<file path="src/rtl/segment_digit.sv">
// -----------------------------------------------------------------------------
// segment_digit
//
// Seven-segment glyph renderer for the VGA score overlay. For the current
// pixel (x, y), a digit cell origin (segx, segy) and a digit value num, it
// reports one clock later whether the pixel lies on a lit segment of the
// digit. Score blocks place one instance per decimal place and OR the isSeg
// outputs together.
//
// Parameters
//   SEG_W  digit cell width in pixels (horizontal segment length)
//   SEG_H  digit cell height in pixels; must be even
//   SEG_T  stroke thickness in pixels; SEG_T < SEG_W/2
//
// Ports
//   clk    in   1   pixel clock
//   reset  in   1   asynchronous, active-high reset
//   x      in   10  current pixel column
//   y      in   10  current pixel row
//   segx   in   10  digit cell left column
//   segy   in   10  digit cell top row
//   num    in   4   digit value, 0-9 decimal
//   isSeg  out  1   registered: pixel is on a lit segment
//
// Configuration
//   HEX_GLYPHS_EN  when defined, num 10-15 render as hexadecimal glyphs
//                  (A b C d E F); when undefined they render fully dark.
// -----------------------------------------------------------------------------
module segment_digit #(
   parameter int SEG_W = 10,
   parameter int SEG_H = 20,
   parameter int SEG_T = 2
) (
   input  logic       clk,
   input  logic       reset,
   input  logic [9:0] x,
   input  logic [9:0] y,
   input  logic [9:0] segx,
   input  logic [9:0] segy,
   input  logic [3:0] num,
   output logic       isSeg
);

   // Region bounds, all inclusive, expressed in the 11-bit offset domain.
   localparam int H2 = SEG_H / 2;

   localparam logic [10:0] CELL_W  = 11'(SEG_W);
   localparam logic [10:0] CELL_H  = 11'(SEG_H);
   localparam logic [10:0] T_LAST  = 11'(SEG_T - 1);
   localparam logic [10:0] D_FIRST = 11'(SEG_H - SEG_T);
   localparam logic [10:0] G_FIRST = 11'(H2 - SEG_T / 2);
   localparam logic [10:0] G_LAST  = 11'(H2 - SEG_T / 2 + SEG_T - 1);
   localparam logic [10:0] R_FIRST = 11'(SEG_W - SEG_T);
   localparam logic [10:0] HALF    = 11'(H2);

   // Segment mask bit positions, mask written as abcdefg (a is the MSB).
   localparam int SEG_A = 6;
   localparam int SEG_B = 5;
   localparam int SEG_C = 4;
   localparam int SEG_D = 3;
   localparam int SEG_E = 2;
   localparam int SEG_F = 1;
   localparam int SEG_G = 0;

   logic [10:0] dx;
   logic [10:0] dy;
   logic        in_cell;
   logic [6:0]  region;
   logic [6:0]  lit;
   logic        hit;

   // ---------------------------------------------------------------------------
   // Digit value to lit-segment mask (abcdefg).
   // ---------------------------------------------------------------------------
   function automatic logic [6:0] glyph_mask(input logic [3:0] value);
      logic [6:0] mask;
      mask = 7'b000_0000;
      case (value)
         4'd0:    mask = 7'b111_1110;
         4'd1:    mask = 7'b011_0000;
         4'd2:    mask = 7'b110_1101;
         4'd3:    mask = 7'b111_1001;
         4'd4:    mask = 7'b011_0011;
         4'd5:    mask = 7'b101_1011;
         4'd6:    mask = 7'b101_1111;
         4'd7:    mask = 7'b111_0000;
         4'd8:    mask = 7'b111_1111;
         4'd9:    mask = 7'b111_1011;
`ifdef HEX_GLYPHS_EN
         4'd10:   mask = 7'b111_0111;  // A
         4'd11:   mask = 7'b001_1111;  // b
         4'd12:   mask = 7'b100_1110;  // C
         4'd13:   mask = 7'b011_1101;  // d
         4'd14:   mask = 7'b100_1111;  // E
         4'd15:   mask = 7'b100_0111;  // F
`endif
         default: mask = 7'b000_0000;
      endcase
      return mask;
   endfunction

   // ---------------------------------------------------------------------------
   // Offsets are computed one bit wider than the coordinates so that a pixel
   // left of / above the cell shows up as a set MSB instead of wrapping into
   // a large positive offset that could land back inside the cell.
   // ---------------------------------------------------------------------------
   always_comb begin
      // NOTE: every signal driven here gets a default first so no path can
      // leave it unassigned and infer a latch.
      dx      = {1'b0, x} - {1'b0, segx};
      dy      = {1'b0, y} - {1'b0, segy};
      in_cell = 1'b0;
      region  = 7'b000_0000;

      in_cell = !dx[10] && !dy[10] && (dx < CELL_W) && (dy < CELL_H);

      if (in_cell) begin
         region[SEG_A] = (dy <= T_LAST);
         region[SEG_D] = (dy >= D_FIRST);
         region[SEG_G] = (dy >= G_FIRST) && (dy <= G_LAST);
         region[SEG_F] = (dx <= T_LAST)   && (dy <  HALF);
         region[SEG_E] = (dx <= T_LAST)   && (dy >= HALF);
         region[SEG_B] = (dx >= R_FIRST)  && (dy <  HALF);
         region[SEG_C] = (dx >= R_FIRST)  && (dy >= HALF);
      end

      lit = glyph_mask(num);
      hit = |(region & lit);
   end

   // ---------------------------------------------------------------------------
   // Output register: the only flop in the block.
   // ---------------------------------------------------------------------------
   always_ff @(posedge clk or posedge reset) begin
      // NOTE: state is updated with non-blocking assignments so every flop
      // samples pre-edge values regardless of process ordering.
      if (reset) begin
         isSeg <= 1'b0;
      end else begin
         isSeg <= hit;
      end
   end

endmodule

</file>
<file path="config.mk">
export PLATFORM = sky130hd
export DESIGN_NAME = segment_digit
export DESIGN_NICKNAME = d
export VERILOG_FILES = /design/src/rtl/segment_digit.sv
export SDC_FILE = /design/constraint.sdc
export NUM_CORES = 1
export LEC_CHECK = 0
export BUFFER_PORTS_ARGS = -buffer_cell sky130_fd_sc_hd__buf_4
export CAP_MARGIN = 10
export CORE_MARGIN = 2
export CORE_UTILIZATION = 46
export DETAILED_ROUTE_END_ITERATION = 7
export PLACE_DENSITY = 0.82
export SETUP_SLACK_MARGIN = 0.02
export SYNTH_ARGS = -nofsm -noshare
export SYNTH_HDL_FRONTEND = slang
export SYNTH_SLANG_ARGS = --single-unit
export TNS_END_PERCENT = 1
</file>
<file path="constraint.sdc">
create_clock -name clk -period 0.8 [get_ports clk]
set_input_delay 0.04 -clock clk [delete_from_list [all_inputs] [get_ports clk]]
set_output_delay 0.04 -clock clk [all_outputs]
set_load 0.03 [all_outputs]
</file>
---- Yosys cells after proc, flatten, opt, wreduce, memory -nomap -nowiden ----
Memory sizes are Yosys's and may differ from the RTL's.
Cells that the tools add are included.
word-level totals
  register bits ........................... 1
  ROM bits ................................ 112
  bits of input ports ..................... 46
  memories ................................ 1
operators by class
  add/sub/neg operators ................... 2
  magnitude comparators ................... 10
  muxes and demuxes ....................... 1
  bitwise gates (word level) .............. 1
  reduce and logical (&&, ||, !) cells .... 11
memories
  memory            depth  bits a word  rd ports  clocked after Yosys merged registers in  wr ports  RTL line  source
  (name not given)  16     7            1         0                                        0         78        case (value)
operators with widths
  kind                                                                count
  greater-or-equal comparator 11 x 4 -> 1 bit, second input constant  3
  <= comparator 11 x 1 -> 1 bit, second input constant                2
  less-than comparator 11 x 4 -> 1 bit, second input constant         2
  subtractor 10 x 10 -> 11 bit                                        2
  greater-or-equal comparator 11 x 5 -> 1 bit, second input constant  1
  <= comparator 11 x 4 -> 1 bit, second input constant                1
  less-than comparator 11 x 5 -> 1 bit, second input constant         1
  logical AND 1 bit                                                   8
  bitwise AND 7 bit                                                   1
  2-to-1 mux 7 bit                                                    1
  OR reduction 7 bit                                                  1
  zero test 1 bit                                                     2

---- Depth between registers and ports, before layout ----
Gate-level depths: netlist (run 1).
  depth in word-level cells ............... 8
  mapped depth ............................ 12
  gate-level depth less buffers ........... 12

---- Worst setup path before layout (run 1) ----
Ideal clock, no wire load.
  path kind ............................... input port to flip-flop
  start ................................... in y[0]
  end ..................................... reg isSeg
  setup time .............................. 0.099 ns
  arrival time ............................ 2.262 ns
  path slack .............................. -1.561 ns
  cell stages on the path ................. 11
  path through ............................ inv_1 -> ha_1 -> fa_1 -> nor2b_4 -> o21ai_1 -> a21boi_0 -> a211oi_1 -> a2111o_1 -> a2111oi_2 -> nand4b_1 -> a311oi_1
between the ends
  cells in the longest elaborated chain, start to end .. 8
RTL lines
  item                                                                                 RTL line  source
  start: declaration                                                                   37        input logic [9:0] y,
  subtractor 10 x 10 -> 11 bit (*)                                                     111       dy = {1'b0, y} - {1'b0, segy};
  branches (longest 4 deep; another with greater-or-equal comparator 11 x 4 -> 1 bit)  --
  2-to-1 mux 7 bit (*)                                                                 117       if (in_cell) begin
  bitwise AND 7 bit (*)                                                                128       hit = |(region & lit);
  OR reduction 7 bit (*)                                                               128
  named net hit                                                                        70        logic hit;
  end signal: assignment                                                               140       isSeg <= hit;
  end: declaration                                                                     41        output logic isSeg
Mark *: on every way through the listed nets, which the timed path passes.

---- Final worst setup path (run 1) ----
  start ................................... in segx[1]
  end ..................................... reg isSeg
between the ends
  cells in the longest elaborated chain, start to end .. 8
RTL lines
  item                                                                          RTL line  source
  start: declaration                                                            38        input logic [9:0] segx,
  subtractor 10 x 10 -> 11 bit (*)                                              110       dx = {1'b0, x} - {1'b0, segx};
  branches (longest 4 deep; another with less-than comparator 11 x 4 -> 1 bit)  --
  2-to-1 mux 7 bit (*)                                                          117
  bitwise AND 7 bit (*)                                                         128
  OR reduction 7 bit (*)                                                        128
  named net hit                                                                 70
Marks and branches as above.

==> results of run 1 <==
## power groups by stage
stage               registers [mW]  logic, mW  clock network [mW]
finish                      0.0515       1.72                   0
global route                0.0515       1.89                   0
CTS                         0.0515       1.71                   0
detailed placement          0.0515       1.69                   0
global placement            0.0515       1.63                   0
floorplan                   0.0515      0.957                   0
## layout make-up
| type | instances | area, µm² |
|---|---|---|
| sequential | 1 | 25.0 |
| fill | 189 | 442 |
| timing repair buffer | 105 | 791 |
| inverter | 33 | 144 |
| tap | 31 | 38.8 |
| multi-input combinational | 152 | 1340 |
## stage by stage
stage	util, %	TNS [ns]	worst slack [ns]	cells	power, mW
3_3_place_gp	83.1	-1.43	-1.43	320	1.68
3_5_place_dp	83.1	-1.51	-1.51	320	1.74
2_1_floorplan	-	-1.20	-1.20	188	1.01
4_1_cts	83.9	-1.45	-1.45	322	1.76
6_report	84.1	-1.46	-1.46	322	1.77
5_1_grt	84.1	-1.57	-1.57	322	1.94
## metal layers
layer / vias up / GRT usage (%) / part of all wire (%)
met5: - / 0 / 0
met3: 6 / 0.670 / 5.0
met2: 52 / 43.7 / 51
li1: 895 / - / -
met4: 0 / 2.99 / 1.0
met1: 780 / 29.6 / 43
## timing repair
| action | CTS | global route |
|---|---|---|
| setup buffers | 1 | 0 |
| pin swaps | 4 | 4 |
| setup endpoints to repair | 1 | 1 |
| endpoints found under the hold margin | 1 | 0 |
| gates resized for setup | 1 | 1 |
| hold buffers | 1 | 0 |
## path summary, 6_finish.rpt
path,endpoint,slack [ns],startpoint,cells past startpoint
setup / recovery,isSeg$_DFF_PP0_,-1.46,segx[1],11
hold / removal,isSeg$_DFF_PP0_,0.45,reset,3
max in group asynchronous,isSeg$_DFF_PP0_,0.26,reset,3
min in group clk,isSeg,0.50,isSeg$_DFF_PP0_,1
## cell usage in the layout (no fill, tap or decap), types with 2 or more instances in the layout
master,netlist,final
buf_4,0,104
inv_1,33,29
ha_1,24,19
nor2_1,13,12
a21oi_1,15,12
nand2_1,8,8
nor2b_1,7,6
a21oi_2,2,5
a211oi_1,6,5
o21ai_0,6,5
ha_4,0,5
nand2b_1,4,4
xor2_1,4,4
nor3_1,4,4
xnor2_1,4,4
o211ai_1,3,3
nor2b_4,1,2
o21ai_1,1,2
nor3b_2,0,2
o2111ai_2,0,2
nand3_1,2,2
a31oi_1,2,2
nand4b_1,2,2
a211oi_2,1,2
or2_2,2,2
o31a_1,2,2
a21o_1,2,2
fa_2,0,2
## worst min-delay path, cell delays in order
cell and delay, ns:
dlygate4sd3_1 0.54, buf_4 0.13, inv_1 0.05
## cells by family after synthesis
family / after synthesis
AO/OA/AOI/OAI: 59
XOR/XNOR: 9
adder cells (fa/ha/maj): 26
buffers and inverters: 35
flip-flops: 1
multiplexers: 2
AND/OR/NAND/NOR: 56
==> impl_results.md, run 1 <==
* Slew headroom at 78.0%
* Clock power share at 0%
* Die Ht at 58.2 µm
* Synth top area share at 22.3%
* ANT nets after route at 0
* Initial Util at 48.5%
* Synthesized area per cell at 7.17 µm²
* Distinct cell type count after synthesis at 57
* Crit Path Class: in2reg
* Ys Warns at 0
* Cell area after synthesis at 1350 µm²
* Placement Rows at 19
* Reg power frac at 2.9%
* Largest reg by FF count: isSeg
* Post-synth top area cell: ha_1
* Die area at 3380 µm²
* Most frequent cell after synthesis: inv_1
* Cells after synthesis at 188
* Flops & latches, synth at 1
* Area contributors post-synth: ha_1 (22%), inv_1 (9.2%), a21oi_1 (5.6%)
* Slew Viols, Final at 0
* DRT iter0 DRCs at 30
* Switching Share at 42.9%
* Final setup margin at -1.46 ns
* Initial antenna violation count at 0
* CP arrival at 2.15 ns
* Drt first pass iters at 4
* XOR/XNOR share of the synthesized area at 6.40%
* Die Wd at 58.2 µm
* Vias at 1,733
* Switch Pwr at 0.759 mW
* Clk slew on worst S/H paths at 0 ns
* All-Layer GR Usage at 23.1%
* DPL Wire Length at 3310 µm
* Grt total ovfl at 0
* Vias in the first global route at 1,658
* Core area at 2780 µm²
* Tightest Hold Check Type: in2async
* Final hold slack at 0.449 ns
* Worst setup EP type: flip-flop
* Largest net degree at the start of global routing at 8
* Most frequently used flop master after synthesis: dfrtp_1
* CP Cell Sequence: buf_4 > inv_12 > ha_4 > nor2b_4 > or2_1 > a21oi_2 > nor2_1 > or4_4 > a2111oi_4 > nand4b_1 > a311oi_1
* Adder-cell share of the synthesized area at 25.2%
* Final Critical Period at 2.26 ns
* Max-cap violations at 0
* FFs w/ async S/R, synth at 100%
* Routed vias/inst at 5.38
* Mapped Nets at 260
* Status: complete, but fails checks
* CP Launch Type: primary input
* P per Cell Area at 757 nW/µm²
* Seq/Total Area, Yosys at 1.86%
* DR DRC count at 0
* Slew @ Worst Pin at 0.326 ns
* Post-Layout Inst Area at 2340 µm²
* Critical path buffers and inverters at 2
* Synth cell count leaders: inv_1 (33), ha_1 (24), a21oi_1 (15), nor2_1 (13), nand2_1 (8)
* Cell Int Power at 1.01 mW
* Final nets at 365
* Top flop regs: isSeg (1)
* First-pass GRT wire length at 6500 µm
* Worst-path fanout max at 2
* Post-synth EDFFs at 0
* Highest clock rate at 0.443 GHz
* Unrepaired setup endpoints after global routing: yes
* Leakage at 1.17 nW
* IO Count at 47
* Final Cycle Share at 282%
* Fraction of layout cells with a size suffix above 1 at 48.5%
* Slowest-stage cell, CP: or4_4
* Final Hold Vio Count at 0
* Post-synthesis compound-gate area fraction at 31.2%
* DP Area at 2310 µm²
* Input/output buffers at 46
* Post-Route WL at 3730 µm
* WP data required at 0.70 ns
* P&R area growth vs syn at 73.5%
* Post-synthesis simple-gate area fraction at 24.0%
* Largest family of logic cells by synthesized area: compound AO/OA/AOI/OAI gates
* Comb pwr share at 97.1%
* Violations in the final reports: negative setup slack
* CP peak stage delay at 0.50 ns
* Wire per inst at 11.6 µm
* Gpl congestion at 0.801
* Multiplexer share of the synthesized area at 1.58%
* Max reg flops at 1
* Finish-stage setup viols at 1
* Cell family with most CP delay: simple AND/OR/NAND/NOR gates
* Worst VDD drop at 0.551 mV
* Diodes inserted at 0
Power figures use the tool's default switching activity.
==> run 2, diff against run 1 <==
- CORE_UTILIZATION: 46 -> 25
- PLACE_DENSITY: 0.82 -> 0.52
==> impl_results.md, run 2 (same netlist as run 1, synthesis figures left out) <==
* Status: complete, but fails checks
* Violations in the final reports: negative setup slack
* Tightest Hold Check Type: in2async
* IO Count at 47 (unchanged)
* Initial antenna violation count at 0 (unchanged)
* Wire per inst at 9.34 µm (-19%)
* Vias in the first global route at 1,496 (-9.8%)
* Total power at 1.78 mW (+0.29%)
* Gpl congestion at 0.766 (-4.4%)
* Input/output buffers at 46 (unchanged)
* CP arrival at 2.17 ns (+0.02 ns)
* DRT iter0 DRCs at 46 (+53%)
* P per Cell Area at 727 nW/µm² (-3.9%)
* WP data required at 0.69 ns (about the same)
* Initial Util at 26.1% (-22 points)
* Commonest non-fill, non-tap cell in the layout: buf_4
* Worst Setup EP: isSeg$_DFF_PP0_
* Largest net degree at the start of global routing at 8 (unchanged)
* Worst-path fanout max at 2 (unchanged)
* Worst VDD drop at 0.213 mV (-61%)
* Final nets at 370 (+1.4%)
* Placed Cells at 364 (+14%)
* All-Layer GR Usage at 11.2% (-12 points)
* Crit Path Class: in2reg
* Post-place setup slack at -1.53 ns (-0.0174 ns)
* Vias at 1,606 (-7.3%)
* Final setup margin at -1.49 ns (-0.0266 ns)
* Die Ht at 77.5 µm (+33%)
* Slew Viols, Final at 0 (unchanged)
* Slew @ Worst Pin at 0.345 ns (+0.0187 ns)
* Final hold slack at 0.442 ns (-0.00646 ns)
* P&R area growth vs syn at 81.1%
* Core area at 5170 µm² (+86%)
* Final std cells w/o fill at 366 (+14%)
* Leakage at 1.20 nW (+2.5%)
* Most frequent cells in the layout: buf_4 (108), inv_1 (29), ha_1 (19), a21oi_1 (12), nor2_1 (11)
* Top flop regs: isSeg (1)
* Placement Rows at 26 (+7)
* CP Launch Type: primary input
* Final Critical Period at 2.29 ns (+0.0266 ns)
* DR DRC count at 0 (unchanged)
* Worst setup EP type: flip-flop
* Highest clock rate at 0.438 GHz (-1.2%)
* Clk slew on worst S/H paths at 0 ns (unchanged)
* Unrepaired setup endpoints after global routing: yes
* Largest reg by FF count: isSeg
* Die area at 6000 µm² (+77%)
* Post-Route WL at 3420 µm (-8.4%)
* Max-cap violations at 0 (unchanged)
* Finish-stage setup viols at 1 (unchanged)
* Final Core Density at 47.2% (-37 points)
* Final Cycle Share at 286% (+3.3 points)
* Die Wd at 77.5 µm (+33%)
* DPL Wire Length at 3070 µm (-7.5%)
* Fraction of layout cells with a size suffix above 1 at 50.0% (+1.5 points)
* Slew headroom at 77.0% (-1.0 points)
* Diodes inserted at 0 (unchanged)
* Grt total ovfl at 0 (unchanged)
* First-pass GRT wire length at 6020 µm (-7.3%)
* Routed vias/inst at 4.39 (-18%)
* ANT nets after route at 0 (unchanged)
* Drt first pass iters at 4 (unchanged)
* Max reg flops at 1 (unchanged)
* Final Hold Vio Count at 0 (unchanged)
* Setup crit start: segx[1]
run 2: what timing repair did:
| item | in CTS | in global routing |
|---|---|---|
| hold buffers | 1 | 0 |
| buffers inserted | 0 | 1 |
| gates resized for setup | 2 | 4 |
| setup endpoints to repair | 1 | 1 |
| pin swaps | 0 | 11 |
| endpoints found under the hold margin | 1 | 0 |
run 2: worst max-delay path, cell delays in order:
cell and delay [ns]:
buf_6 0.10, inv_12 0.03, ha_4 0.22, nor2b_4 0.12
or2_4 0.25, a21oi_4 0.15, nor2_2 0.07, or4_4 0.49
a2111oi_4 0.29, nand4b_1 0.13, a311oi_1 0.28
run 2: worst min path at each step:
stage / startpoint / to / slack [ns] / depth (start not counted)
after floorplan: reset / isSeg$_DFF_PP0_ / -0.23 / 1
after global placement: reset / isSeg$_DFF_PP0_ / -0.11 / 2
after detailed placement: reset / isSeg$_DFF_PP0_ / -0.11 / 2
after CTS: reset / isSeg$_DFF_PP0_ / 0.44 / 3
after global routing: reset / isSeg$_DFF_PP0_ / 0.48 / 3
final: reset / isSeg$_DFF_PP0_ / 0.44 / 3
run 2: final cells by class:
type	instances	area, µm²
fill	516	2730
tap	70	87.6
multi-input combinational	152	1350
sequential	1	25.0
timing repair buffer	110	832
inverter	33	144
run 2: metrics by stage:
stage	instance area (µm²)	TNS [ns]
6_report	2440	-1.49
5_1_grt	2440	-1.60
4_1_cts	2410	-1.52
3_5_place_dp	2400	-1.53
3_3_place_gp	2400	-1.46
2_1_floorplan	1510	-1.20
run 2: report_power, final:
part / switching, mW / internal, mW / leakage, nW
combinational: 0.740 / 0.985 / 1.19
clock: 0 / 0 / 0
sequential: 0.000000556 / 0.0515 / 0.0140
total: 0.740 / 1.04 / 1.20
run 2: per-layer routing:
layer	part of all wire (%)	up-vias	global-route usage [%]
li1	-	901	-
met1	54	677	16.7
met2	42	28	18.8
met3	4.1	0	0.814
met4	0	0	0
met5	0	-	0
==> run 3, diff against run 2 <==
- CORE_ASPECT_RATIO: unset -> 1.4
==> impl_results.md, run 3 (same netlist as run 1, synthesis figures left out) <==
* Die Ht at 90.9 µm (+17%)
* Top flop regs: isSeg (1)
* Final setup margin at -1.50 ns (-0.0148 ns)
* Postcts setup bufs at 0 (unchanged)
* Worst-path fanout max at 2 (unchanged)
* Commonest non-fill, non-tap cell in the layout: buf_4
* Slew @ Worst Pin at 0.308 ns (-0.0367 ns)
* Die Wd at 66.1 µm (-15%)
* Input/output buffers at 46 (unchanged)
* Largest net degree at the start of global routing at 8 (unchanged)
* Fill count at 554 (+7.4%)
* All-Layer GR Usage at 12.0% (+0.72 points)
* Max-cap violations at 0 (unchanged)
* Status: complete, but fails checks
* Final std cells w/o fill at 357 (-2.5%)
* CP Launch Type: primary input
* Routed vias/inst at 4.61 (+4.9%)
* Initial antenna violation count at 0 (unchanged)
* DRT iter0 DRCs at 75 (+63%)
* Finish-stage setup viols at 1 (unchanged)
* WP data required at 0.69 ns (about the same)
* DP Area at 2360 µm² (-1.5%)
* DR DRC count at 0 (unchanged)
* Violations in the final reports: negative setup slack
* Fraction of layout cells with a size suffix above 1 at 47.8% (-2.2 points)
* Final Hold Vio Count at 0 (unchanged)
* Gpl congestion at 0.738 (-3.7%)
* Slew headroom at 79.3% (+2.3 points)
* Vias at 1,644 (+2.4%)
* ANT nets after route at 0 (unchanged)
* Tightest Hold Check Type: in2async
* Worst VDD drop at 0.259 mV (+21%)
* Diodes inserted at 0 (unchanged)
* Final Critical Period at 2.30 ns (+0.0148 ns)
* Placed Cells at 356 (-2.2%)
* Worst setup EP type: flip-flop
* Final nets at 365 (-1.4%)
* Grt total ovfl at 0 (unchanged)
* P&R area growth vs syn at 75.9%
* Clk slew on worst S/H paths at 0 ns (unchanged)
* Placement Rows at 31 (+19%)
* # resized after CTS at 0 (-2)
* Max reg flops at 1 (unchanged)
* Post-Layout Inst Area at 2370 µm² (-2.9%)
* CP arrival at 2.19 ns (+0.02 ns)
* Leakage at 1.17 nW (-2.5%)
* Largest reg by FF count: isSeg
* Initial Util at 26.0% (-0.13 points)
* First-pass GRT wire length at 6170 µm (+2.4%)
* Core area at 5200 µm² (+0.48%)
* Vias in the first global route at 1,650 (+10%)
* Slew Viols, Final at 0 (unchanged)
* Wire per inst at 10.2 µm (+8.8%)
* DPL Wire Length at 3330 µm (+8.5%)
* IO Count at 47 (unchanged)
* Final Cycle Share at 287% (+1.9 points)
* Highest clock rate at 0.435 GHz (-0.64%)
* Most frequent cells in the layout: buf_4 (104), inv_1 (29), ha_1 (19), a21oi_1 (13), nor2_1 (12)
* Crit Path Class: in2reg
* Drt first pass iters at 4 (unchanged)
* P per Cell Area at 738 nW/µm² (+1.5%)
* Unrepaired setup endpoints after global routing: yes
* Die area at 6010 µm² (+0.15%)
* Post-Route WL at 3630 µm (+6.1%)
==> run 3: changes by cell type in the layout (fill, tap and decap cells not counted) <==
| cell | delta |
|---|---|
| or2_1 | +1 |
| xor2_2 | -1 |
| nor2_2 | -1 |
| xor2_1 | +1 |
| buf_4 | -4 |
| nor2_1 | +1 |
| a21oi_1 | +1 |
| or2_4 | -1 |
| buf_6 | -1 |
| a21oi_4 | -1 |
==> run 3: metrics by stage <==
step | setup TNS (ns) | setup WS [ns] | utilization (%) | hold slack, ns | power, mW
6_report | -1.50 | -1.50 | 45.6 | 0.444 | 1.75
4_1_cts | -1.50 | -1.50 | 45.6 | 0.446 | 1.78
5_1_grt | -1.64 | -1.64 | 45.6 | 0.474 | 1.94
2_1_floorplan | -1.20 | -1.20 | - | -0.231 | 1.01
3_5_place_dp | -1.52 | -1.52 | 45.5 | -0.109 | 1.76
3_3_place_gp | -1.54 | -1.54 | 45.5 | -0.108 | 1.75
==> run 3: cell type report <==
type / instances / area [µm²] / share of cell area, %
multi-input combinational: 152 / 1330 / 56.1
tap: 66 / 82.6 / 3.48
timing repair buffer: 105 / 791 / 33.3
inverter: 33 / 144 / 6.07
sequential: 1 / 25.0 / 1.05
==> run 3: metal layers <==
metal / up-vias / share of wire (%) / GRT usage [%]
li1: 889 / - / -
met5: - / 0 / 0
met3: 0 / 2.4 / 0
met2: 23 / 57 / 25.3
met4: 0 / 0 / 0
met1: 732 / 40 / 13.4
==> run 3: worst paths after layout <==
check / startpoint / to / slack, ns / cells past startpoint
setup / recovery: segx[1] / isSeg$_DFF_PP0_ / -1.50 / 11
hold / removal: reset / isSeg$_DFF_PP0_ / 0.44 / 3
max in group asynchronous: reset / isSeg$_DFF_PP0_ / 0.26 / 3
min in group clk: isSeg$_DFF_PP0_ / isSeg / 0.49 / 1
==> run 3: power by group <==
| group | internal (mW) | total (mW) | leakage (nW) | switching [mW] |
|---|---|---|---|---|
| clock | 0 | 0 | 0 | 0 |
| sequential | 0.0515 | 0.0515 | 0.0140 | 0.000000539 |
| combinational | 0.964 | 1.70 | 1.16 | 0.736 |
==> run 3: critical path, cell delays in order <==
cell and delay, ns:
buf_4 0.13, inv_12 0.03, ha_4 0.22, nor2b_4 0.12, or2_1 0.24, a21oi_2 0.15
nor2_1 0.08, or4_4 0.50, a2111oi_4 0.32, nand4b_1 0.13, a311oi_1 0.23
==> run 3: what timing repair did <==
action,CTS,global route
hold buffers,1,0
pin swaps,4,0
hold endpoints to repair,1,0
endpoints found under the setup margin,1,1
